**src/rtl/riscv_pkg.sv**
```systemverilog
// -----------------------------------------------------------------------------
// riscv_pkg
//  Shared constants for the RV32I write-back stage and register file.
//  XLEN   : data width of registers and write-back operands
//  NREGS  : number of architectural integer registers (x0 hardwired to zero)
//  AW     : register address width
//  wb_sel_e : write-back source select encoding (code 11 is reserved)
// -----------------------------------------------------------------------------
package riscv_pkg;

   localparam int XLEN  = 32;
   localparam int NREGS = 32;
   localparam int AW    = $clog2(NREGS);

   typedef enum logic [1:0] {
      WB_SEL_ALU  = 2'b00,
      WB_SEL_MEM  = 2'b01,
      WB_SEL_PC4  = 2'b10,
      WB_SEL_RSVD = 2'b11
   } wb_sel_e;

endpackage

```
**src/rtl/regfile_2r1w.sv**
```systemverilog
// -----------------------------------------------------------------------------
// regfile_2r1w
//  Architectural register file: NREGS x XLEN, two asynchronous read ports,
//  one synchronous write port. x0 always reads as zero and is never written.
//  Optional macro WB_BYPASS_EN: a read that matches the register being written
//  this cycle returns the write data instead of the stored value.
// Ports
//  clk, rst_n           : clock, asynchronous active-low reset (clears all regs)
//  we, wr_addr, wr_data : write port, committed on the rising edge
//  rs1_addr / rs1_data  : read port 1 (combinational)
//  rs2_addr / rs2_data  : read port 2 (combinational)
// -----------------------------------------------------------------------------
module regfile_2r1w #(
   parameter int XLEN  = 32,
   parameter int NREGS = 32,
   parameter int AW    = 5
) (
   input  logic            clk,
   input  logic            rst_n,
   input  logic            we,
   input  logic [AW-1:0]   wr_addr,
   input  logic [XLEN-1:0] wr_data,
   input  logic [AW-1:0]   rs1_addr,
   output logic [XLEN-1:0] rs1_data,
   input  logic [AW-1:0]   rs2_addr,
   output logic [XLEN-1:0] rs2_data
);

   logic [XLEN-1:0] regs [NREGS];

   // Async reset keeps every register in flops; x0 is cleared by reset and the
   // write guard below means nothing ever changes it afterwards.
   always_ff @(posedge clk or negedge rst_n) begin
      if (!rst_n) begin
         for (int i = 0; i < NREGS; i++) begin
            regs[i] <= '0;
         end
      end else if (we && (wr_addr != '0)) begin
         regs[wr_addr] <= wr_data;
      end
   end

   function automatic logic [XLEN-1:0] read_port(input logic [AW-1:0] addr);
      logic [XLEN-1:0] value;
      value = regs[addr];
`ifdef WB_BYPASS_EN
      if (we && (addr == wr_addr)) begin
         value = wr_data;
      end
`endif
      // Applied last so the zero rule also beats a bypassed value.
      if (addr == '0) begin
         value = '0;
      end
      return value;
   endfunction

   assign rs1_data = read_port(rs1_addr);
   assign rs2_data = read_port(rs2_addr);

endmodule

```
**src/rtl/wb_regfile.sv**
```systemverilog
// -----------------------------------------------------------------------------
// wb_regfile
//  RV32I write-back stage plus integer register file. Selects the write-back
//  value from the MEM/WB outputs, qualifies the write enable, commits to rd
//  and serves two combinational operand reads. Keeps a 64-bit instret count.
//  Optional macro WB_BYPASS_EN enables write-to-read bypass in the reg file.
// Ports
//  clk, rst_n                   : clock, asynchronous active-low reset
//  wb_valid, wb_reg_write       : slot holds an instruction / it writes rd
//  wb_mem_to_reg, wb_sel        : write-back source select
//  wb_pc_plus_4, wb_alu_result,
//  wb_mem_data, wb_rd_addr      : write-back operands and destination
//  rs1_addr/rs1_data,
//  rs2_addr/rs2_data            : operand read ports (combinational)
//  wb_data, wb_we               : selected value / qualified enable (comb.)
//  instret_clr, instret         : synchronous clear / retired count
// -----------------------------------------------------------------------------
module wb_regfile #(
   parameter int XLEN  = riscv_pkg::XLEN,
   parameter int NREGS = riscv_pkg::NREGS,
   parameter int AW    = riscv_pkg::AW
) (
   input  logic            clk,
   input  logic            rst_n,
   input  logic            wb_valid,
   input  logic            wb_reg_write,
   input  logic            wb_mem_to_reg,
   input  logic [1:0]      wb_sel,
   input  logic [XLEN-1:0] wb_pc_plus_4,
   input  logic [XLEN-1:0] wb_alu_result,
   input  logic [XLEN-1:0] wb_mem_data,
   input  logic [AW-1:0]   wb_rd_addr,
   input  logic [AW-1:0]   rs1_addr,
   input  logic [AW-1:0]   rs2_addr,
   output logic [XLEN-1:0] rs1_data,
   output logic [XLEN-1:0] rs2_data,
   output logic [XLEN-1:0] wb_data,
   output logic            wb_we,
   input  logic            instret_clr,
   output logic [63:0]     instret
);

   import riscv_pkg::*;

   logic [63:0] instret_reg;

   // A load forces the memory path regardless of wb_sel; the reserved
   // select code falls back to the ALU value.
   always_comb begin
      wb_data = wb_alu_result;
      if (wb_mem_to_reg) begin
         wb_data = wb_mem_data;
      end else begin
         case (wb_sel_e'(wb_sel))
            WB_SEL_MEM: wb_data = wb_mem_data;
            WB_SEL_PC4: wb_data = wb_pc_plus_4;
            default:    wb_data = wb_alu_result;
         endcase
      end
   end

   assign wb_we = wb_valid && wb_reg_write && (wb_rd_addr != '0);

   regfile_2r1w #(
      .XLEN  (XLEN),
      .NREGS (NREGS),
      .AW    (AW)
   ) u_regfile (
      .clk      (clk),
      .rst_n    (rst_n),
      .we       (wb_we),
      .wr_addr  (wb_rd_addr),
      .wr_data  (wb_data),
      .rs1_addr (rs1_addr),
      .rs1_data (rs1_data),
      .rs2_addr (rs2_addr),
      .rs2_data (rs2_data)
   );

   // Every valid slot retires, including stores and branches. Clear has
   // priority over the increment; the add wraps silently at 2^64.
   always_ff @(posedge clk or negedge rst_n) begin
      if (!rst_n) begin
         instret_reg <= '0;
      end else if (instret_clr) begin
         instret_reg <= '0;
      end else if (wb_valid) begin
         instret_reg <= instret_reg + 64'd1;
      end
   end

   assign instret = instret_reg;

endmodule

```
**config.mk**
```make
export PLATFORM = sky130hd
export DESIGN_NAME = wb_regfile
export DESIGN_NICKNAME = d
export VERILOG_FILES = /design/src/rtl/riscv_pkg.sv /design/src/rtl/regfile_2r1w.sv /design/src/rtl/wb_regfile.sv
export SDC_FILE = /design/constraint.sdc
export NUM_CORES = 2
export LEC_CHECK = 0
export BUFFER_PORTS_ARGS = -buffer_cell sky130_fd_sc_hd__clkbuf_2
export CAP_MARGIN = 0
export CELL_PAD_IN_SITES_DETAIL_PLACEMENT = 0
export CELL_PAD_IN_SITES_GLOBAL_PLACEMENT = 1
export CORE_ASPECT_RATIO = 1.75
export CORE_MARGIN = 2
export CORE_UTILIZATION = 45
export CTS_CLUSTER_SIZE = 12
export DETAILED_ROUTE_END_ITERATION = 7
export PLACE_DENSITY = 0.79
export SYNTH_ARGS = -nofsm -noshare
export SYNTH_HDL_FRONTEND = slang
export SYNTH_SLANG_ARGS = --single-unit
```
**constraint.sdc**
```tcl
create_clock -name clk -period 3.3 [get_ports clk]
set_input_delay 0.66 -clock clk [delete_from_list [all_inputs] [get_ports clk]]
set_output_delay 0.66 -clock clk [all_outputs]
set_load 0.05 [all_outputs]
```
==> results.txt <==
----------------------------------------------------
[Routing]
  Iteration-0 DRC count of the detailed router ... between 4000 and 5000
  Number of iterations in the first detailed-routing pass ... 6
  Via density per instance ... 6.128
  Detailed-route wire length ... 181.5 mm
  Number of vias after detailed routing ... 43481
  Mean routed wirelength per cell ... 25.59 microns
  Post-detailed-route DRC marker count ... 0
  Remaining number of nets flagged by the antenna check after routing ... 0

[Floorplanning]
  Std-Cell Rows ... 169
  Vert. Die Dim ... roughly 470 microns
  Die X ... about 270 microns
  Starting Density ... 0.4537
  Die area ... around 0.13 sq mm
  Number of ports placed on the die boundary ... 280
  Core Area ... ~0.12 sq mm

[Final layout]
  Max FFs per register ... 993
  Final non-filler cell total ... slightly above 7000
  Fraction of layout instances using a drive strength above 1 ... 0.2623
  Core occupancy in the finished layout ... 0.5457
  Nets ... about 5500
  Area added between synthesis and finish ... 20.28%
  FILL cells ... 10313

[Worst setup path]
  Most Frequent Cell on Critical Path ... buf_12
  Critical Path AT ... 2.63 ns
  Top cell family by delay on the critical path ... multiplexers
  Launching element of the worst setup path ... rs2_addr[0]
  Critical path endpoint ... rs2_data[1]
  Reg-to-reg startpoint ... instret[0]$_DFFE_PN0P_
  Number of buffers and inverters on the critical path ... 3
  Kind of end point of the critical path ... primary output
  Number of logic stages on the critical path including buffering ... 7
  Cell at the slowest stage of the critical path ... mux4_2
  Register-to-Register Path Depth ... 8
  Type of the worst setup path ... in2out
  Setup slack, reg-to-reg ... 0.78 ns
  Slowest cell delay on critical path ... 0.51 ns
  CP Data Required Time ... 2.64 ns
  Maximum net fanout on the critical path ... 23
  Endpoint of the worst register-to-register path ... instret[46]$_DFFE_PN0P_
  Critical Path Source Type ... input pin
  Crit path cell chain ... buf_12, buf_12, mux4_2, mux2i_1, o2111ai_1, and3_1, buf_12

[Power and ir drop]
  Sequential share of power ... 0.445
  Net switching share of the total power ... 0.3078
  Clock share of power ... 0.309
  Combinational share of power ... 0.247
  Total power after layout ... 38080 uW
  VDD IR max ... 0.0003925 V
  Switching pwr ... 11720 uW
  Design internal power ... 26360 uW
  Pwr Density ... ~580 mW/mm^2
  Leakage ... 0.02820 uW

[Synth]
  Mean Syn Cell Area ... 10.63 sq um
  Share of synthesized area occupied by flip-flops and latches ... 0.4812
  Number of nets in the synthesized netlist ... 5294
  Count of cell types in the netlist ... 43
  Yosys Warn Count ... 0
  Post-synthesis instance area ... between 0.05 and 0.06 sq mm
  #FFs+latches synth ... about 1100
  Number of enable flip-flop cells after synthesis ... 0
  Most used flip-flop cell after synthesis ... dfrtp_1
  Share of synthesized registers carrying an async set or reset ... 1.000
  Synthesized netlist cell count ... 5172

[GRT]
  Total GRT Usage ... 0.2939
  Number of global-route vias before repair ... 44454
  Global-route wire length before repair ... 274.9 mm
  Overall overflow remaining after global route ... 0
  Antenna violations before repair ... 7
  Largest net degree at the start of global routing ... 119

[Clock tree]
  CTS sink cnt ... between 1000 and 1500
  CTS tree ... built
  Clock Tree Root ... clkbuf_16
  Post-CTS setup repair buffer count ... 0
  Buffer depth of the longest clock path ... 3
  Clock transition at the registers of the reported paths ... 0.06 ns
  H-tree level count ... 3
  Total clock buffers created by CTS ... 105
  Clock latency on the worst-skew pair ... 0.74 ns

[Place]
  Cell total after placement ... 6927
  Worst slack at placement ... -0.06955 ns
  Number of buffers inserted by port buffering ... between 200 and 300
  RD Place Congestion ... between 0.8 and 0.9
  Post-DP HPWL ... 120.2 mm

[STA]
  Setup Skew ... 0.02206 ns
  Peak Freq ... 0.3044 GHz
  Remaining max-slew budget at the tightest pin ... 0.4353
  Worst-margin pin slew ... about 0.85 ns
  Max Slew Vio Count ... 0
  RSZ-0062 raised after global routing ... false
  Least setup slack across all paths after layout ... 0.01484 ns
  Tcrit/Tclk final ... 0.9955
  Clock period minus final worst setup slack ... 3.285 ns
  Final Hold Slack ... about 0.37 ns
  Endpoints failing setup ... 0
  Endpoints failing hold ... 0

[Min path]
  Worst min-delay path category ... reg2reg
  Min-delay src ... u_regfile.regs[1022]$_DFFE_PN0P_

[Run]
  Max-cap viol count ... 0

[Run status]
  Result of the run ... complete, no violations

----------------------------------------------------
[cell type report]
cell class | count | area, sq um | area share
inverters | 42 | 157.7 | 0.002384
clock buffers | 147 | 2937 | 0.04441
diodes | 3 | 7.507 | 0.0001135
multi-input cells | 3554 | 27550 | 0.4166
well taps | 1624 | 2032 | 0.03073
repair buffers | 652 | 6731 | 0.1018
clock inverters | 16 | 260.3 | 0.003936
flip-flops and latches | 1057 | 26450 | 0.4000
[worst reg2reg max path, stage by stage, from the launching register on]
cell	delay (ns)
dfrtp_1	0.44
ha_1	0.27
nand4_1	0.33
nor4_4	0.25
buf_4	0.19
nand4_1	0.09
buf_4	0.20
or4_1	0.48
a21oi_1	0.20
[routing by layer]
| metal | wire length, microns | global-route usage |
|---|---|---|
| met4 | 7508 | 0.1171 |
| met3 | 15970 | 0.07184 |
| met1 | 68840 | 0.3673 |
| met5 | 61 | 0 |
| met2 | 89160 | 0.4898 |
[cell usage in the layout (no fill, tap or decap), drive strengths merged, types with 10 or more instances in the layout]
cell     Yosys  routed
a22oi       54      54
a221o       22      22
or3         22      22
xor2        29      29
inv         42      46
a221oi      41      41
dfrtp     1057    1057
o21ai      236     236
mux4       449     449
o2111ai     23      23
clkbuf     412     363
nor2       923     923
nand3       34      34
nand4       31      31
and3        29      29
a21oi      902     902
mux2        63      63
nor4        26      26
nand2      413     413
nor2b       10      10
o2111a      40      40
mux2i      130     130
o211ai      24      24
buf        107     435
[Yosys cell counts, types with 4 or more instances]
cell / instances / area (sq um)
mux2_2: 63 / 709.4
and3_1: 29 / 181.4
nor2b_1: 10 / 62.56
dfrtp_1: 1057 / 26450
a221o_1: 22 / 220.2
inv_1: 42 / 157.7
o211ai_1: 23 / 172.7
xnor2_1: 4 / 35.03
mux2i_1: 130 / 1301
nand3_1: 34 / 170.2
mux4_2: 449 / 10110
buf_2: 61 / 305.3
and2_1: 4 / 25.02
o21ai_0: 236 / 1181
buf_1: 44 / 165.2
nor4_1: 11 / 68.82
nor4_2: 13 / 162.7
clkbuf_1: 412 / 1546
nor2_1: 923 / 3465
nand2_1: 413 / 1550
nor3_1: 9 / 45.04
or3_1: 22 / 137.6
a221oi_1: 41 / 359.1
xor2_1: 29 / 254.0
o31ai_1: 9 / 67.56
a22oi_1: 54 / 405.4
or4_1: 9 / 67.56
a21oi_1: 902 / 4514
o2111a_1: 40 / 450.4
nand2b_1: 4 / 25.02
o2111ai_1: 23 / 201.4
nand4_1: 30 / 187.7
[worst min path at each step]
stage	to	slack, ns	cells past startpoint
finish	u_regfile.regs[1022]$_DFFE_PN0P_	0.37	0
global route	u_regfile.regs[1022]$_DFFE_PN0P_	0.38	0
CTS	u_regfile.regs[1022]$_DFFE_PN0P_	0.38	0
detailed placement	u_regfile.regs[1022]$_DFFE_PN0P_	0.36	0
global placement	u_regfile.regs[1022]$_DFFE_PN0P_	0.36	0
floorplan	instret[0]$_DFFE_PN0P_	0.36	0
[kinds of logic (layout without fill, tap and decap cells)]
logic type / after synthesis / in the layout / synth area share
and+or+nand+nor: 1524 / 1524 / 0.1144
xor gates and xnor gates: 33 / 33 / 0.005258
buffers and inverters: 561 / 857 / 0.03983
AOI/OAI and AO/OA: 1352 / 1352 / 0.1381
muxes: 642 / 642 / 0.2205
adders and majority gates: 3 / 3 / 0.0006829
DFF: 1057 / 1057 / 0.4812
other: 0 / 3 / 0
[what timing repair did]
| action | CTS | global route |
|---|---|---|
| setup endpoints to repair | 3 | 21 |
| cloned | 0 | 1 |
| hold buffers | 1 | 0 |
| resized for setup | 3 | 22 |
| endpoints found under the hold margin | 24 | 0 |
[stage by stage]
step	TNS (ns)	instance area (sq um)
floorplan	-0.1063	55640
global placement	0	62800
detailed placement	-0.07519	62800
CTS	0	66020
global route	0	66120
finish	0	66120
[power groups by stage]
stage               logic, uW  clock network, uW  registers [uW]
finish                   9400              11800           16900
global route            10200              12400           17200
CTS                      9370              11900           16900
detailed placement       9310                  0           17100
global placement         9110                  0           16900
floorplan                6420                  0           16500
Power figures use the tool's default switching activity.
